File: src/rtl/seq_mult_pkg.sv
// Shared types and helpers for the digit-serial multiplier result collector.
package seq_mult_pkg;

    typedef enum logic [1:0] {
        IDLE    = 2'd0,
        COLLECT = 2'd1,
        HOLD    = 2'd2
    } collector_state_t;

    // Default geometry: P=2 digit width, 16-bit maximum operands.
    localparam int P_DEFAULT         = 2;
    localparam int MAX_WIDTH_DEFAULT = 16;
    localparam int DIGITS_MAX        = 2 * MAX_WIDTH_DEFAULT / P_DEFAULT;
    localparam int CNT_W             = $clog2(DIGITS_MAX) + 1;

    // Working width of the sign-extension helper; callers zero-extend into it
    // and truncate the result back to their own bus width.
    localparam int SEXT_W = 256;

    // Replicate bit (n_digits*p_bits - 1) of data_i into every higher bit.
    function automatic logic [SEXT_W-1:0] sign_extend(
        input logic [SEXT_W-1:0] data_i,
        input int unsigned       n_digits,
        input int unsigned       p_bits
    );
        logic [SEXT_W-1:0] ext;
        int                msb;
        msb = int'(n_digits * p_bits) - 1;
        ext = data_i;
        for (int i = 0; i < SEXT_W; i++) begin
            if (i > msb) begin
                ext[i] = data_i[msb];
            end else begin
                ext[i] = data_i[i];
            end
        end
        return ext;
    endfunction

endpackage

File: src/rtl/programmable_counter.sv
// Counter with synchronous clear and a terminal-count flag.
// UPDOWN=0: counts up from 0, last_o when count equals count_set_i.
// UPDOWN=1: loads count_set_i on clear, counts down, last_o at 0.
module programmable_counter #(
    parameter int W      = 5,
    parameter int UPDOWN = 0
) (
    input  logic         clk,
    input  logic         rst_n,
    input  logic         clr_i,
    input  logic         en_i,
    input  logic [W-1:0] count_set_i,
    output logic [W-1:0] count_o,
    output logic         last_o
);

    logic [W-1:0] count_q;

    // Count register: clear has priority over enable.
    always_ff @(posedge clk or negedge rst_n) begin
        if (!rst_n) begin
            count_q <= '0;
        end else if (clr_i) begin
            count_q <= (UPDOWN != 0) ? count_set_i : '0;
        end else if (en_i) begin
            count_q <= (UPDOWN != 0) ? (count_q - W'(1)) : (count_q + W'(1));
        end
    end

    assign count_o = count_q;
    assign last_o  = (UPDOWN != 0) ? (count_q == '0) : (count_q == count_set_i);

endmodule

File: src/rtl/seq_mult_collector.sv
// Collects LSB-first product digits from the digit-serial multiplier, builds
// the signed product, sign-extends it to 2*MAX_WIDTH and holds it on a
// valid/ready interface. Flags overflow, short streams and illegal sizes.
module seq_mult_collector
    import seq_mult_pkg::*;
#(
    parameter int P         = 2,
    parameter int MAX_WIDTH = 16
) (
    input  logic                          clk,
    input  logic                          rst_n,
    input  logic                          start,
    input  logic [$clog2(MAX_WIDTH/P):0]  bitSize,
    input  logic [P-1:0]                  digit_i,
    input  logic                          digit_valid_i,
    input  logic                          done_i,
    output logic [2*MAX_WIDTH-1:0]        result_o,
    output logic                          result_valid_o,
    input  logic                          result_ready_i,
    output logic                          busy_o,
    output logic                          overflow_o,
    output logic                          short_o,
    output logic                          bad_size_o
);

    localparam int BS_W  = $clog2(MAX_WIDTH / P) + 1;
    localparam int SLOTS = 2 * MAX_WIDTH / P;
    localparam int CW    = $clog2(SLOTS) + 1;
    localparam int RES_W = 2 * MAX_WIDTH;

    collector_state_t state_q;
    logic [BS_W-1:0]  bitsize_q;
    logic [RES_W-1:0] buffer_q;
    logic [RES_W-1:0] buffer_d;
    logic [RES_W-1:0] result_q;
    logic [RES_W-1:0] result_d;
    logic             result_valid_q;
    logic             busy_q;
    logic             overflow_q;
    logic             short_q;
    logic             bad_size_q;

    logic [CW-1:0]    n_s;
    logic [CW-1:0]    count_set_s;
    logic [CW-1:0]    cnt_s;
    logic             last_s;
    logic             cnt_en_s;
    logic             size_ok_s;

    // N = 2*bitSize digits; the counter flags slot N-1 as the final digit.
    assign n_s         = {bitsize_q, 1'b0};
    assign count_set_s = n_s - CW'(1);
    assign cnt_en_s    = digit_valid_i & (state_q == COLLECT) & ~start;
    assign size_ok_s   = (bitSize != '0) && (bitSize <= BS_W'(MAX_WIDTH / P));

    programmable_counter #(
        .W      (CW),
        .UPDOWN (0)
    ) u_digit_cnt (
        .clk         (clk),
        .rst_n       (rst_n),
        .clr_i       (start),
        .en_i        (cnt_en_s),
        .count_set_i (count_set_s),
        .count_o     (cnt_s),
        .last_o      (last_s)
    );

    // Slot write for the incoming digit and the sign-extended view of the result.
    always_comb begin
        buffer_d = buffer_q;
        for (int k = 0; k < SLOTS; k++) begin
            buffer_d[k*P +: P] = (cnt_en_s && (cnt_s == CW'(k))) ? digit_i : buffer_q[k*P +: P];
        end
        result_d = RES_W'(sign_extend(SEXT_W'(buffer_d), 32'(n_s), 32'(P)));
    end

    // Collector FSM with registered result, handshake and sticky error flags.
    always_ff @(posedge clk or negedge rst_n) begin
        if (!rst_n) begin
            state_q        <= IDLE;
            bitsize_q      <= '0;
            buffer_q       <= '0;
            result_q       <= '0;
            result_valid_q <= 1'b0;
            busy_q         <= 1'b0;
            overflow_q     <= 1'b0;
            short_q        <= 1'b0;
            bad_size_q     <= 1'b0;
        end else begin
            bad_size_q <= 1'b0;
            if (start) begin
                result_valid_q <= 1'b0;
                if (!size_ok_s) begin
                    state_q    <= IDLE;
                    busy_q     <= 1'b0;
                    bad_size_q <= 1'b1;
                end else begin
                    state_q    <= COLLECT;
                    busy_q     <= 1'b1;
                    bitsize_q  <= bitSize;
                    buffer_q   <= '0;
                    overflow_q <= 1'b0;
                    short_q    <= 1'b0;
                end
            end else begin
                case (state_q)
                    IDLE: begin
                        if (digit_valid_i) begin
                            overflow_q <= 1'b1;
                        end
                    end
                    COLLECT: begin
                        buffer_q <= buffer_d;
                        if (digit_valid_i && last_s) begin
                            state_q        <= HOLD;
                            result_q       <= result_d;
                            result_valid_q <= 1'b1;
                            busy_q         <= 1'b0;
                        end else if (done_i) begin
                            // Stream ended early: deliver what arrived, missing slots zero.
                            state_q        <= HOLD;
                            result_q       <= result_d;
                            result_valid_q <= 1'b1;
                            busy_q         <= 1'b0;
                            short_q        <= 1'b1;
                        end
                    end
                    HOLD: begin
                        if (digit_valid_i) begin
                            overflow_q <= 1'b1;
                        end
                        if (result_ready_i) begin
                            state_q        <= IDLE;
                            result_valid_q <= 1'b0;
                        end
                    end
                    default: begin
                        state_q        <= IDLE;
                        result_valid_q <= 1'b0;
                        busy_q         <= 1'b0;
                    end
                endcase
            end
        end
    end

    assign result_o       = result_q;
    assign result_valid_o = result_valid_q;
    assign busy_o         = busy_q;
    assign overflow_o     = overflow_q;
    assign short_o        = short_q;
    assign bad_size_o     = bad_size_q;

endmodule
File: config.mk
export PLATFORM = sky130hd
export DESIGN_NAME = seq_mult_collector
export DESIGN_NICKNAME = d
export VERILOG_FILES = /design/src/rtl/seq_mult_pkg.sv /design/src/rtl/programmable_counter.sv /design/src/rtl/seq_mult_collector.sv
export SDC_FILE = /design/constraint.sdc
export NUM_CORES = 1
export LEC_CHECK = 0
export CAP_MARGIN = 0
export CORE_ASPECT_RATIO = 1.4
export CORE_MARGIN = 2
export CORE_UTILIZATION = 40
export CTS_BUF_LIST = sky130_fd_sc_hd__clkbuf_4
export CTS_CLUSTER_SIZE = 30
export DETAILED_ROUTE_END_ITERATION = 10
export SYNTH_ARGS = -nofsm -noshare
export SYNTH_HDL_FRONTEND = slang
export SYNTH_SLANG_ARGS = --single-unit
File: constraint.sdc
create_clock -name clk -period 3.53 [get_ports clk]
set_input_delay 0.706 -clock clk [delete_from_list [all_inputs] [get_ports clk]]
set_output_delay 0.706 -clock clk [all_outputs]
set_load 0.02 [all_outputs]
[After elaboration in Yosys (flattened, before gate mapping)]
Index checks and enable logic that the tools add are counted.
Operators by class
  add/subtract/negate cells: 3
  $lt $le $gt $ge: 34
  equal/unequal tests: 24
  mux-type cells: 83
  bitwise gates (word level): 3
  reductions and logical operators: 35
Operator list (count)
  two-way mux 32 bit: 5
  greater-than comparator 6 x 7 -> 1 bit (first input constant): 16
  greater-than comparator 5 x 7 -> 1 bit (first input constant): 8
  two-way mux 1 bit: 52
  equality test 5 x 4 -> 1 bit (second input constant): 8
  two-way mux 2 bit: 20
  greater-than comparator 4 x 7 -> 1 bit (first input constant): 4
  equality test 5 x 3 -> 1 bit (second input constant): 4
  logical AND 1 bit: 18
  greater-than comparator 3 x 7 -> 1 bit (first input constant): 2
  nonzero test 2 bit: 6
  equality test 5 x 2 -> 1 bit (second input constant): 2
  less-than comparator 7 x 10 -> 1 bit (second input constant): 1
  two-way mux 5 bit: 2
  AND reduction 3 bit: 3
  binary-select mux 1 bit (select 8 bit): 1
  greater-than comparator 1 x 7 -> 1 bit (first input constant): 1
  greater-than comparator 2 x 7 -> 1 bit (first input constant): 1
  subtractor 6 x 1 -> 7 bit (second input constant): 1
  case mux 2 bit (3 select lines): 1
  AND reduction 2 bit: 3
  adder 5 x 1 -> 5 bit (second input constant): 1
  equality test 5 x 1 -> 1 bit (second input constant): 1
  equality test 5 bit: 1
  17 further kinds: 20
Word-level totals
  register bits: 80
  input bits: 12
  word-level logic and storage cells: 192

[Logic depth before layout (Yosys ltp)]
Gate-level depths: netlist of run 1.
  depth after elaboration: 11
  mapped depth: 11
  depth with buffers taken out: 9

[Modules after synthesis]
A second synthesis of run 1 with hierarchy kept.
Second synthesis, totals
  cells, all modules: 480
  area total of the unflattened synthesis: 4508.1 sq um
Modules (own cells, without submodules)
  seq_mult_collector: instances 1, cells an instance 454, area each 4236.6 sq um
  programmable_counter: instances 1, cells an instance 26, area each 271.5 sq um

[Least setup slack after synthesis of run 1]
OpenSTA, ideal clock, no wires.
  path type: in2reg
  start point: input start
  end point: register result_q[30] (netlist: result_o[30])
  data arrival time: 2.901 ns
  required time: 3.444 ns
  slack: 0.542 ns
  stages on the path: 8
  path buffers: 2
  cells stage by stage: or3b_1 > buf_2 > nor4b_4 > a31oi_2 > a311o_1 > or4_1 > buf_2 > o221ai_2
Between the ends
  word-level cells in the longest chain between the ends: 10
  elaborated cells on any way between the ends: 41
  those cells by class: 22 x mux; 2 x bitwise; 17 x reduce/logical
Ends and longest elaborated chain
  from (decl): line seq_mult_collector.sv:12  | input logic start,
  NOT 1 bit (no line) (*)
  AND 1 bit: line seq_mult_collector.sv:53  | assign cnt_en_s = digit_valid_i & (state_q == COLLECT) & ~start;
  logical AND 1 bit: line seq_mult_collector.sv:73  | buffer_d[k*P +: P] = (cnt_en_s && (cnt_s == CW'(k))) ? digit_i : buffer_q[k*P +: P];
  two-way mux 2 bit: line seq_mult_collector.sv:73
  binary-select mux 1 bit (select 8 bit)
  two-way mux 1 bit (not written as such) (2 in series): line seq_mult_pkg.sv:32  | ext[i] = data_i[msb];
  two-way mux 1 bit: line seq_mult_pkg.sv:31  | if (i > msb) begin
  two-way mux 32 bit: line seq_mult_collector.sv:120  | end else if (done_i) begin
  two-way mux 32 bit: line seq_mult_collector.sv:115  | if (digit_valid_i && last_s) begin
  to (signal assigned): line seq_mult_collector.sv:117  | result_q <= result_d;
  to (signal assigned): line seq_mult_collector.sv:123  | result_q <= result_d;
  to (decl): line seq_mult_collector.sv:35  | logic [RES_W-1:0] result_q;
Every way passes the cells marked *; elsewhere a longest branch is shown, timed or not. The select of a mux whose other input is x is not followed.
A chain may end at the register's enable or synchronous reset.

[Final worst setup path of run 1]
  start point: register bitsize_q[1]
  end point: register result_q[29] (netlist: result_o[29])
Between the ends
  word-level cells in the longest chain between the ends: 7
  elaborated cells on any way between the ends: 13
  those cells by class: 2 x add/sub; 1 x order compare; 1 x eq/ne; 6 x mux; 3 x reduce/logical
Ends and longest elaborated chain
  from (decl): line seq_mult_collector.sv:32  | logic [BS_W-1:0] bitsize_q;
  from (signal assigned): line seq_mult_collector.sv:101  | bitsize_q <= bitSize;
  subtractor 6 x 1 -> 7 bit: line seq_mult_pkg.sv:28  | msb = int'(n_digits * p_bits) - 1;
  binary-select mux 1 bit (select 8 bit)
  two-way mux 1 bit (not written as such) (2 in series): line seq_mult_pkg.sv:32
  two-way mux 1 bit: line seq_mult_pkg.sv:31
  two-way mux 32 bit: line seq_mult_collector.sv:120
  two-way mux 32 bit: line seq_mult_collector.sv:115
Parallel ways exist; a longest one is shown, timed or not. The select of a mux whose other input is x is not followed.

==> metrics.md, run 1 <==
| Metric | Value |
|---|---|
| Number of violations reported at the end of detailed-routing iteration 0 | 188 |
| Share of power burned in combinational logic | 36.0% |
| Clock tree from TritonCTS | yes |
| Post-layout total power | 2.69 mW |
| RSZ-0062 raised after global routing | false |
| I/O pin cnt | 49 |
| Worst Path Arrival | 3510 ps |
| Number of sinks handled by clock tree synthesis | 79 |
| Final critical path time including I/O delays and setup | 3150 ps |
| Combinational family with the most area after synthesis | compound AO/OA/AOI/OAI gates |
| Initial antenna violation count | 1 |
| Clock power frac | 22.8% |
| Number of hold-slack violations in the final timing report | 0 |
| Leakage | 2.39 nW |
| Final slew viol count | 0 |
| Post-synthesis share of cell area spent on xor and xnor gates | 2.11% |
| Synth Flop Type | dfrtp_1 |
| Number of DRC violations after detailed routing | 0 |
| Post-DR wirelength/cell | 18.7 um |
| Reg clk slew, reported paths | 130 ps |
| Wire length of the first global-routing pass | 20,300 um |
| Source-to-sink clock delay at the later pin of the worst-skew pair | 450 ps |
| Count of distinct cell types in the synthesized netlist | 62 |
| Crit. End Element | flip-flop |
| Critical Path Start Type | flip-flop |
| Maximum number of pins on one net before global-route repair | 80 |
| Simple-gate area share of the yosys netlist | 17.3% |
| Synth Area in Adders | 2.79% |
| Maximum achievable frequency | 0.318 GHz |
| Post-synthesis net count | 475 |
| Critical path start-end classification | flip-flop to flip-flop |
| Number of cells on the worst reg-to-reg path | 9 |
| Area growth, synth to finish | 21.6% |
| Maximum buffer depth of the clock tree | 2 |
| Number of search-and-repair iterations in the first detailed-routing pass | 4 |
| Worst vdd ir | 343 uV |
| Post-synth EDFFs | 0 |
| Portion of the post-synthesis area used by sequential elements | 45.0% |
| Number of placement rows | 45 |
| Result of the run | complete, no violations |
| Vias in the first global route | 3,839 |
| H-tree level count | 3 |
| Post-synthesis compound-gate area fraction | 20.8% |
| Placed cell count | 642 |
| Main area contributors after synthesis | dfrtp_1 45%, mux2i_1 5.2%, o21ai_0 3.8%, a221o_1 3.6%, nand3_1 2.6% |
| Net Sw Frac | 35.1% |
| Sum of overflow across all layers after global routing | 0 |
| Post-synth top area share | 45.0% |
| Detailed-placement wirelength estimate | 8720 um |
| Share of flip-flops with an asynchronous set or reset | 100% |
| Core area | 10,800 um2 |
| Flops & latches, synth | 79 |
| Share of power burned in registers | 41.2% |
| Vias after detailed routing | 3,764 |
| Global placer's final weighted congestion | 0.870 |
| Non-filler instance count after layout | 659 |
| Power density over the cells | 503 nW/um2 |
| Mean cell area of the mapped netlist | 9.68 um2 |
| Count of instances resized after the clock tree is built | 0 |
| Total GRT Usage | 22.1% |
| Die Footprint | 11,900 um2 |
| Gate count after technology mapping | 454 |
| Layout cell share with drive strength beyond 1 | 13.7% |
| Die width | 92.6 um |
| Path category of the worst min-delay check | primary input to async pin |
| Internal Power | 1.75 mW |
| Final antenna-violating net count | 0 |
| Proportion of synthesized area in mux cells | 7.80% |
| Number of hold buffers added after cts | 0 |
| Initial Utilization | 40.9% |
| Slew headroom | 32.3% |
| Number of buffers added for setup after CTS | 0 |
| Post-synth top area cell | dfrtp_1 |
| Port Buf Inserts | 48 |
| Via density | 5.71 |
| Die Y | 128 um |
| Final Util | 49.7% |
| Net count reported at finish | 533 |
| Switching pwr | 0.944 mW |
| Top fanout value on the critical path | 10 |
| Total setup violations reported at the end of the flow | 0 |
| Final clock period utilization by the worst path | 89.1% |
| TritonCTS Buffers | 9 |
| Slew at the pin closest to its max-slew limit | 1020 ps |
| Required time of the critical path | 3890 ps |
| Total Routed Length | 12,400 um |
| Syn. warnings | 0 |
| Max-Cap Viols | 0 |
| Area of the mapped netlist | 4400 um2 |
| Setup clock skew after layout | 18.1 ps |
| Root Buffer | clkbuf_4 |
==> worst max-delay path, stage by stage, from the launching register on <==
cell     delay (ps)
dfrtp_1         500
inv_1           130
ha_1            230
xor2_1          480
xnor2_1         250
a31oi_4         140
a311o_1         400
or4_1           540
buf_4           200
o22ai_1         190
==> cell usage after synthesis (6+ instances only) <==
library cell,n
inv_1,16
nand2_1,30
nand4_1,7
nand3_1,23
dfrtp_1,79
nor3_1,12
a221o_1,16
a21oi_1,22
o21ai_0,33
clkbuf_1,30
mux2_2,10
and2_1,6
and3_1,7
nor2_1,29
ha_1,9
o22ai_1,7
mux2i_1,23
a22o_1,9
==> through the flow <==
step	hold WS [ps]	cell area (um2)	TNS (ps)	setup slack, ps
finish	405	5340	0	383
global route	482	5340	0	177
CTS	444	5340	0	375
detailed placement	464	5180	-53.0	-23.9
global placement	458	5180	0	46.0
floorplan	410	4400	0	542
==> layer usage <==
metal / share of wire [%] / GRT usage, % / vias up
met5: 0 / 0 / -
met1: 44 / 28.5 / 1867
met2: 51 / 37.8 / 81
met3: 3.7 / 3.59 / 11
li1: - / - / 1805
met4: 1.2 / 7.11 / 0
==> logic make-up after synthesis <==
family / Yosys count
AO/OA/AOI/OAI: 130
XOR/XNOR: 9
multiplexers: 33
buffers and inverters: 50
flip-flops: 79
adder cells (fa/ha/maj): 10
AND/OR/NAND/NOR: 143
==> placed cells by master (no fill, tap or decap), types with 12 or more instances in the layout <==
master	count
inv_1	16
mux2i_1	23
nor2_1	29
nand2_1	30
buf_4	34
o21ai_0	33
nand3_1	23
nor3_1	12
dfrtp_1	79
clkdlybuf4s50_1	47
a221o_1	16
a21oi_1	22
==> path summary, 6_finish.rpt <==
kind	start	end	slack, ps
setup / recovery	bitsize_q[1]	result_o[29]	380
max in group asynchronous	rst_n	result_o[23]	2460
hold reg to reg	buffer_q[31]	buffer_q[31]	500
hold / removal	rst_n	buffer_q[24]	410
setup reg to reg	bitsize_q[1]	result_o[29]	380
min in group clk	buffer_q[31]	buffer_q[31]	500
==> area by class of cell <==
class	instances	area (um2)
timing repair buffer	81	726
fill	1026	5410
clock buffer	10	75.1
sequential	79	1980
antenna	1	2.50
inverter	16	60.1
clock inverter	6	85.1
tap	141	176
multi-input combinational	325	2240
==> power groups by stage <==
stage	logic [mW]	registers, mW	clock network, mW
after floorplan	0.411	1.24	0
after global placement	0.959	1.13	0
after detailed placement	0.970	1.13	0
after CTS	0.973	1.11	0.628
after global routing	1.05	1.13	0.669
final	0.968	1.11	0.613
==> state kept, by name, summed over array words and instances, names as in the netlist <==
signal	cells
result_o	32
result_valid_o	1
short_o	1
bitsize_q	4
overflow_o	1
buffer_q	32
state_q	1
bad_size_o	1
u_digit_cnt.count_o	5
busy_o	1
Note: power is estimated with default switching activity, not from simulation.
==> run 2: changes to the inputs <==
--- a/config.mk
+++ b/config.mk
@@ -8,10 +8,11 @@
 export CAP_MARGIN = 0
 export CORE_ASPECT_RATIO = 1.4
 export CORE_MARGIN = 2
-export CORE_UTILIZATION = 40
+export CORE_UTILIZATION = 32
 export CTS_BUF_LIST = sky130_fd_sc_hd__clkbuf_4
 export CTS_CLUSTER_SIZE = 30
 export DETAILED_ROUTE_END_ITERATION = 10
+export SKIP_CTS_REPAIR_TIMING = 1
 export SYNTH_ARGS = -nofsm -noshare
 export SYNTH_HDL_FRONTEND = slang
 export SYNTH_SLANG_ARGS = --single-unit
==> metrics.md, run 2 (synthesis gave the netlist of run 1 again) <==
| Metric | Value |
|---|---|
| Result of the run | complete, no violations |
| Worst Path Arrival | 3600 ps |
| Largest delay contributor family on the critical path | simple AND/OR/NAND/NOR gates |
| Required time of the critical path | 3900 ps |
| Power density over the cells | 483 nW/um2 |
| Worst vdd ir | 247 uV |
| Total Routed Length | 12,000 um |
| Detailed-placement wirelength estimate | 8560 um |
| Initial Utilization | 32.8% |
| Die width | 103 um |
| Vias in the first global route | 3,760 |
| Maximum achievable frequency | 0.310 GHz |
| Number of hold-slack violations in the final timing report | 0 |
| Critical path start-end classification | flip-flop to flip-flop |
| RSZ-0062 raised after global routing | false |
| Core area | 13,400 um2 |
| Final clock period utilization by the worst path | 91.5% |
| Critical Path Start Type | flip-flop |
| Total GRT Usage | 17.5% |
| Combined buffer and inverter count along the critical path | 0 |
| Net count reported at finish | 526 |
| Most common cell after layout, fill and taps aside | dfrtp_1 |
| Share of power burned in combinational logic | 37.0% |
| Final slew viol count | 0 |
| Cells traversed along the worst timing path | ha_1 > and3_1 > ha_1 > nor2b_1 > a21boi_0 > o32ai_1 > a311o_1 > or4_1 > o221ai_2 |
| Max-Cap Viols | 0 |
| Top fanout value on the critical path | 10 |
| Final Hold Slack | 398 ps |
| Number of search-and-repair iterations in the first detailed-routing pass | 5 |
| I/O pin cnt | 49 |
| Most frequent CP cell | ha_1 |
| Pre-CTS worst setup slack | -38.5 ps |
| Vias after detailed routing | 3,716 |
| Maximum number of pins on one net before global-route repair | 80 |
| Crit path setup slack, layout | 301 ps |
| Total of fill cells in the finished design | 1,360 |
| Reg clk slew, reported paths | 140 ps |
| Number of placement rows | 50 |
| Path category of the worst min-delay check | primary input to async pin |
| Wire length of the first global-routing pass | 19,800 um |
| Area growth, synth to finish | 20.7% |
| Crit path max-delay cell type | or4_1 |
| Sum of overflow across all layers after global routing | 0 |
| Die Y | 143 um |
| Slew at the pin closest to its max-slew limit | 999 ps |
| Root Buffer | clkbuf_4 |
| Final Util | 39.6% |
| Share of power burned in registers | 43.3% |
| Final antenna-violating net count | 0 |
| Number of DRC violations after detailed routing | 0 |
| Post-DR wirelength/cell | 17.3 um |
| Initial antenna violation count | 1 |
| Source-to-sink clock delay at the later pin of the worst-skew pair | 460 ps |
| Leakage | 2.34 nW |
| Setup clock skew after layout | 22.5 ps |
| Clock power frac | 19.7% |
| Placed cell area | 5180 um2 |
| Crit. End Element | flip-flop |
| Slew headroom | 33.4% |
| Total setup violations reported at the end of the flow | 0 |
| Final critical path time including I/O delays and setup | 3230 ps |
| Switching pwr | 0.968 mW |
| Setup TNS | 0 ps |
| Finished Cell Area | 5310 um2 |
| Internal Power | 1.59 mW |
| Maximum buffer depth of the clock tree | 2 |
| Number of sinks handled by clock tree synthesis | 79 |
| TritonCTS Buffers | 9 |
| Net Sw Frac | 37.8% |
| Layout cell share with drive strength beyond 1 | 12.5% |
| Port Buf Inserts | 48 |
| Die Footprint | 14,700 um2 |
| Via density | 5.36 |
| Number of violations reported at the end of detailed-routing iteration 0 | 280 |
| Global placer's final weighted congestion | 0.879 |
| Slowest cell delay on critical path | 780 ps |
| Clock tree from TritonCTS | yes |
| Most frequent cells in the layout | 79 x dfrtp_1, 47 x clkdlybuf4s50_1, 33 x o21ai_0, 30 x nand2_1, 29 x nor2_1 |
| H-tree level count | 3 |
[run 2: path summary, 6_finish.rpt]
| check | endpoint | cells after the start | from | slack, ps |
|---|---|---|---|---|
| max in group asynchronous | buffer_q[12] | 1 | rst_n | 2480 |
| worst max register to register | result_o[30] | 9 | u_digit_cnt.count_o[0] | 300 |
| worst max-delay path | result_o[30] | 9 | u_digit_cnt.count_o[0] | 300 |
| worst min-delay path | busy_o | 1 | rst_n | 400 |
| min in group clk | buffer_q[31] | 1 | buffer_q[31] | 500 |
| worst min register to register | buffer_q[31] | 1 | buffer_q[31] | 500 |
[run 2: power by group through the flow]
stage / logic [mW] / registers, mW / clock network [mW]
finish: 0.948 / 1.11 / 0.505
global route: 1.04 / 1.13 / 0.552
global placement: 0.941 / 1.13 / 0
floorplan: 0.411 / 1.24 / 0
CTS: 0.958 / 1.11 / 0.518
detailed placement: 0.955 / 1.13 / 0
[run 2: worst reg2reg max path, cell delays in order (launching register included)]
cell and delay (ps):
dfrtp_1 480, ha_1 320, and3_1 220, ha_1 170, nor2b_1 150, a21boi_0 290
o32ai_1 140, a311o_1 330, or4_1 780, o221ai_2 270
[run 2: per-layer routing]
| layer | up-vias | track usage [%] | routed length (um) |
|---|---|---|---|
| li1 | 1782 | - | - |
| met1 | 1817 | 22.2 | 5210 |
| met2 | 97 | 29.2 | 5960 |
| met3 | 20 | 2.79 | 505 |
| met4 | 0 | 7.06 | 294 |
| met5 | - | 0 | 0 |
[run 2: cell type report]
cell class	instances	area, um2	area share [%]
Multi-Input combinational cell	325	2240	42.3
Clock buffer	9	67.6	1.27
Inverter	16	60.1	1.13
Timing Repair Buffer	74	673	12.7
Sequential cell	79	1980	37.3
Antenna cell	1	2.50	0.0472
Clock inverter	7	55.1	1.04
Tap cell	182	228	4.29
[run 2: stage by stage]
| stage | std cells | power, mW |
|---|---|---|
| 2_1_floorplan | 454 | 1.65 |
| 5_1_grt | 693 | 2.72 |
| 3_3_place_gp | 676 | 2.07 |
| 3_5_place_dp | 676 | 2.08 |
| 6_report | 693 | 2.56 |
| 4_1_cts | 692 | 2.59 |
==> RTL change 1: new RTL, flow settings as in run 1 <==
Put one more register stage on the output `overflow_o`, without a reset. The value now appears one clock later. The other outputs are not delayed to match.
--- a/src/rtl/seq_mult_collector.sv
+++ b/src/rtl/seq_mult_collector.sv
@@ -149,5 +149,7 @@
     assign result_valid_o = result_valid_q;
     assign busy_o         = busy_q;
-    assign overflow_o     = overflow_q;
+    always_ff @(posedge clk) begin
+        overflow_o <= overflow_q;
+    end
     assign short_o        = short_q;
     assign bad_size_o     = bad_size_q;
Check against the original RTL: not settled (the Yosys comparison gave no result); the edit may change what the design does.
==> RTL change 1 against run 1 <==
Critical path depth did not move; global-route usage fell by 1.1 points; total power rose by 4.6%; fmax rose by 5.9%; sequential share of layout area rose by 2.2 points; sequential cell count rose by 1; area after synthesis fell by 0.20%; final area fell by 4.7%; wire length fell by 6.0%; via count fell by 2.7%; setup slack improved by 0.18 ns; final cell count fell by 0.61%.
==> RTL change 1: results (changes against run 1) <==
share of final-layout standard cells stronger than drive strength 1: 0.08967 (was 0.1373)
power drawn by the combinational cells: 1.15 mW (was 0.968 mW)
Async SR Flop Fraction: 0.9875 (was 1.000)
final wirelength: 11610 µm (was 12350 µm)
Resized Gates After CTS: 0 (unchanged)
combined global-route utilization of all metal layers: 0.2101 (was 0.2208)
commonest register cell after synthesis: dfrtp_1 (unchanged)
via count of the first global-routing pass: 3707 (was 3839)
arrival time at the worst endpoint: 3.31 ns (was 3.51 ns)
detailed placer's ending HPWL: 8084 µm (was 8716 µm)
# fillers: 1019 (was 1026)
synthesized-area fraction occupied by ao, oa, aoi and oai cells: 0.1880 (was 0.2075)
Post-Syn Nets: 491 (was 475)
Yosys cell types: 62 (unchanged)
status: complete, no violations (unchanged)
Critical Path Max Stage Delay: 0.62 ns (was 0.54 ns)
sequential group power: 1.19 mW (was 1.11 mW)
violation count after the first detailed-route iteration: 270 (was 188)
Placed Cells: 640 (was 642)
cell with the largest stage delay on the worst path: ha_1 (was or4_1)
static leakage power: 2.354 nW (was 2.392 nW)
worst vdd ir: 0.2833 mV (was 0.3428 mV)
number of warning messages in the yosys log: 0 (unchanged)
# nets final: 531 (was 533)
number of cells produced by synthesis: 470 (was 454)
DR vias/cell: 5.589 (was 5.712)
worst slack at placement: 0.2481 ns (was -0.02395 ns)
placer's final routability congestion estimate: 0.9208 (was 0.8697)
Placed Instance Area: 4991 µm² (was 5181 µm²)
XOR/XNOR share of the synthesized area: 0.01997 (was 0.02106)
Switching Power: 1.076 mW (was 0.9435 mW)
number of buffers added by the clock tree synthesis step: 9 (unchanged)
portion of netlist area occupied by mux cells: 0.07387 (was 0.07800)
most used standard cells in the synthesized netlist: dfrtp_1 (79), nand2_1 (70), o21ai_0 (49) (was dfrtp_1 (79), o21ai_0 (33), clkbuf_1 (30), nand2_1 (30), nor2_1 (29))
post-DR wirelength/cell: 17.72 µm (was 18.74 µm)
kind of cell with the highest combined delay on the critical path: adder cells (was XOR/XNOR gates)
part of the Yosys area used for sequential elements: 0.4552 (was 0.4498)
top area cells in the synthesized netlist: dfrtp_1 (45%), mux2i_1 (6.6%), nand2_1 (6.0%) (was dfrtp_1 (45%), mux2i_1 (5.2%), o21ai_0 (3.8%))
biggest fanout along the worst timing path: 50 (was 10)
buffer cell driving the clock tree root: clkbuf_4 (unchanged)
area enclosed by the die boundary: 11830 µm² (was 11850 µm²)
H-tree lvl count: 3 (unchanged)
adder-cell share of the synthesized area: 0.02567 (was 0.02790)
Slew @ Worst Pin: 1.033 ns (was 1.016 ns)
global-route wire length before repair: 19300 µm (was 20260 µm)
Fin Clk Skew: 0.009396 ns (was 0.01810 ns)
-- RTL change 1: changes by cell type after synthesis, moves of 8 or more --
cell,run 1,this run
a21o_1,2,10
nor2_1,29,16
a221o_1,16,0
nand2_1,30,70
o21ai_0,33,49
clkbuf_1,30,18
o31ai_1,2,10
-- RTL change 1: stage by stage --
stage | utilization | power (mW) | hold WS [ns]
after floorplan | - | 1.855 | 0.3680
after global placement | 0.4641 | 2.348 | 0.3807
after detailed placement | 0.4641 | 2.360 | 0.3754
after CTS | 0.4733 | 2.842 | 0.4054
after global routing | 0.4735 | 2.978 | 0.4251
final | 0.4735 | 2.812 | 0.3921
-- RTL change 1: layout make-up --
cell class | instances | area (µm²) | area share
multi-input cells | 341 | 2178 | 0.4278
clock buffers | 12 | 90.09 | 0.01769
diodes | 1 | 2.502 | 0.0004914
clock inverters | 2 | 8.758 | 0.001720
repair buffers | 61 | 575.6 | 0.1130
well taps | 141 | 176.4 | 0.03464
flip-flops and latches | 80 | 1997 | 0.3921
inverters | 17 | 63.81 | 0.01253
-- RTL change 1: worst paths after layout --
path | from | end | slack, ns
worst max-delay path | bitsize_q[1] | result_o[24] | 0.56
max in group asynchronous | rst_n | state_q[0] | 2.42
worst min register to register | overflow_q | overflow_o | 0.41
min in group clk | overflow_q | overflow_o | 0.41
worst min-delay path | rst_n | bitsize_q[3] | 0.39
worst max register to register | bitsize_q[1] | result_o[24] | 0.56
-- RTL change 1: per-layer routing --
layer,global-route usage,part of all wire
met5,0,0
met4,0.1141,0.034
met3,0.02175,0.035
met2,0.3328,0.48
met1,0.2826,0.45
-- RTL change 1: logic make-up after synthesis --
family / count (synthesis)
flip-flops: 80
AND/OR/NAND/NOR: 166
AO/OA/AOI/OAI: 124
adder cells (fa/ha/maj): 9
buffers and inverters: 49
multiplexers: 32
XOR/XNOR: 10
==> RTL change 2: new RTL, flow settings as in run 1 <==
Without the edit above. The parameter `P` goes from 2 to 4. Comments in the files are not updated.
--- a/src/rtl/seq_mult_collector.sv
+++ b/src/rtl/seq_mult_collector.sv
@@ -5,5 +5,5 @@
     import seq_mult_pkg::*;
 #(
-    parameter int P         = 2,
+    parameter int P         = 4,
     parameter int MAX_WIDTH = 16
 ) (
Ports: changed (resized bitSize and digit_i); port bits go from 49 to 50. No check against the original RTL was run, so the function may have changed too.
==> RTL change 2 against run 1 <==
Area after synthesis fell by 9.3%; sequential cell count fell by 2; wire length shrank 17%; first-iteration DRC count is 4.8% lower; final area fell by 11%; final cell count down 14%; highest routed layer unchanged; total power decreased by 13%; via count is 14% lower; sequential share of layout area increased by 3.7 points; non-clock buffer count is 24 lower; clock skew is 0.0028 ns lower; setup slack improved by 0.26 ns; hold slack got worse by 0.013 ns; critical path type unchanged.
==> RTL change 2: results (changes against run 1) <==
worst flop-to-flop path startpoint: bitsize_q[0] (was bitsize_q[1])
Yosys cell types: 53 (was 62)
violation count after the first detailed-route iteration: 179 (was 188)
total chip power: 2.348 mW (was 2.689 mW)
# fillers: 947 (was 1026)
Post-Syn Nets: 412 (was 475)
worst vdd ir: 0.2591 mV (was 0.3428 mV)
worst slack at placement: 0.2842 ns (was -0.02395 ns)
status: complete, no violations (unchanged)
part of the cycle the worst path needs: 0.8169 (was 0.8915)
FF+latch area: 1927 µm² (was 1977 µm²)
Post-Synthesis Mean Instance Area: 10.25 µm² (was 9.682 µm²)
placer's final routability congestion estimate: 0.9052 (was 0.8697)
fraction of power consumed by sequential logic: 0.442 (was 0.412)
kind of cell with the highest combined delay on the critical path: compound AO/OA/AOI/OAI gates (was XOR/XNOR gates)
worst slew margin relative to its limit: 0.3368 (was 0.3226)
# nets final: 454 (was 533)
Placed Cells: 555 (was 642)
worst reg2reg setup slack: 0.65 ns (was 0.38 ns)
combined global-route utilization of all metal layers: 0.2038 (was 0.2208)
final cell count without fillers: 570 (was 659)
number of port buffers: 49 (was 48)
R2R Path End: result_o[17] (was result_o[29])
number of vias after detailed routing: 3233 (was 3764)
biggest fanout along the worst timing path: 28 (was 10)
global-route wire length before repair: 16420 µm (was 20260 µm)
Fin Clk Skew: 0.01528 ns (was 0.01810 ns)
final wirelength: 10300 µm (was 12350 µm)
Critical Path Max Stage Delay: 0.48 ns (was 0.54 ns)
hold slack: 0.3921 ns (was 0.4053 ns)
## RTL change 2: changes by cell type in the layout (fill, tap and decap cells not counted), sizes merged, moves of 12 or more
cell,run 1,this run
buf,34,9
nand3,23,6
a221o,16,0
nor2,29,15
a21oi,22,9
nand2,30,42
## RTL change 2: area by class of cell
cell class,instances,share of cell area
diodes,1,0.0005278
clock buffers,9,0.01425
clock inverters,5,0.01636
inverters,11,0.008709
multi-input cells,275,0.4025
flip-flops and latches,77,0.4064
well taps,135,0.03563
repair buffers,57,0.1156
## RTL change 2: cell families after synthesis
family,count (synthesis),share of synthesized area
simple gates,106,0.1343
buf+inv,37,0.03858
mux,33,0.08563
xor+xnor,7,0.01914
compound gates,119,0.2080
fa+ha+maj,10,0.03137
flops,77,0.4831
## RTL change 2: per-layer routing
layer / GRT usage / vias to the layer above / share of wire
met5: 0 / - / 0
met4: 0.1155 / 0 / 0.034
met3: 0.03117 / 31 / 0.040
met2: 0.3242 / 83 / 0.49
met1: 0.2612 / 1604 / 0.43
li1: - / 1515 / -
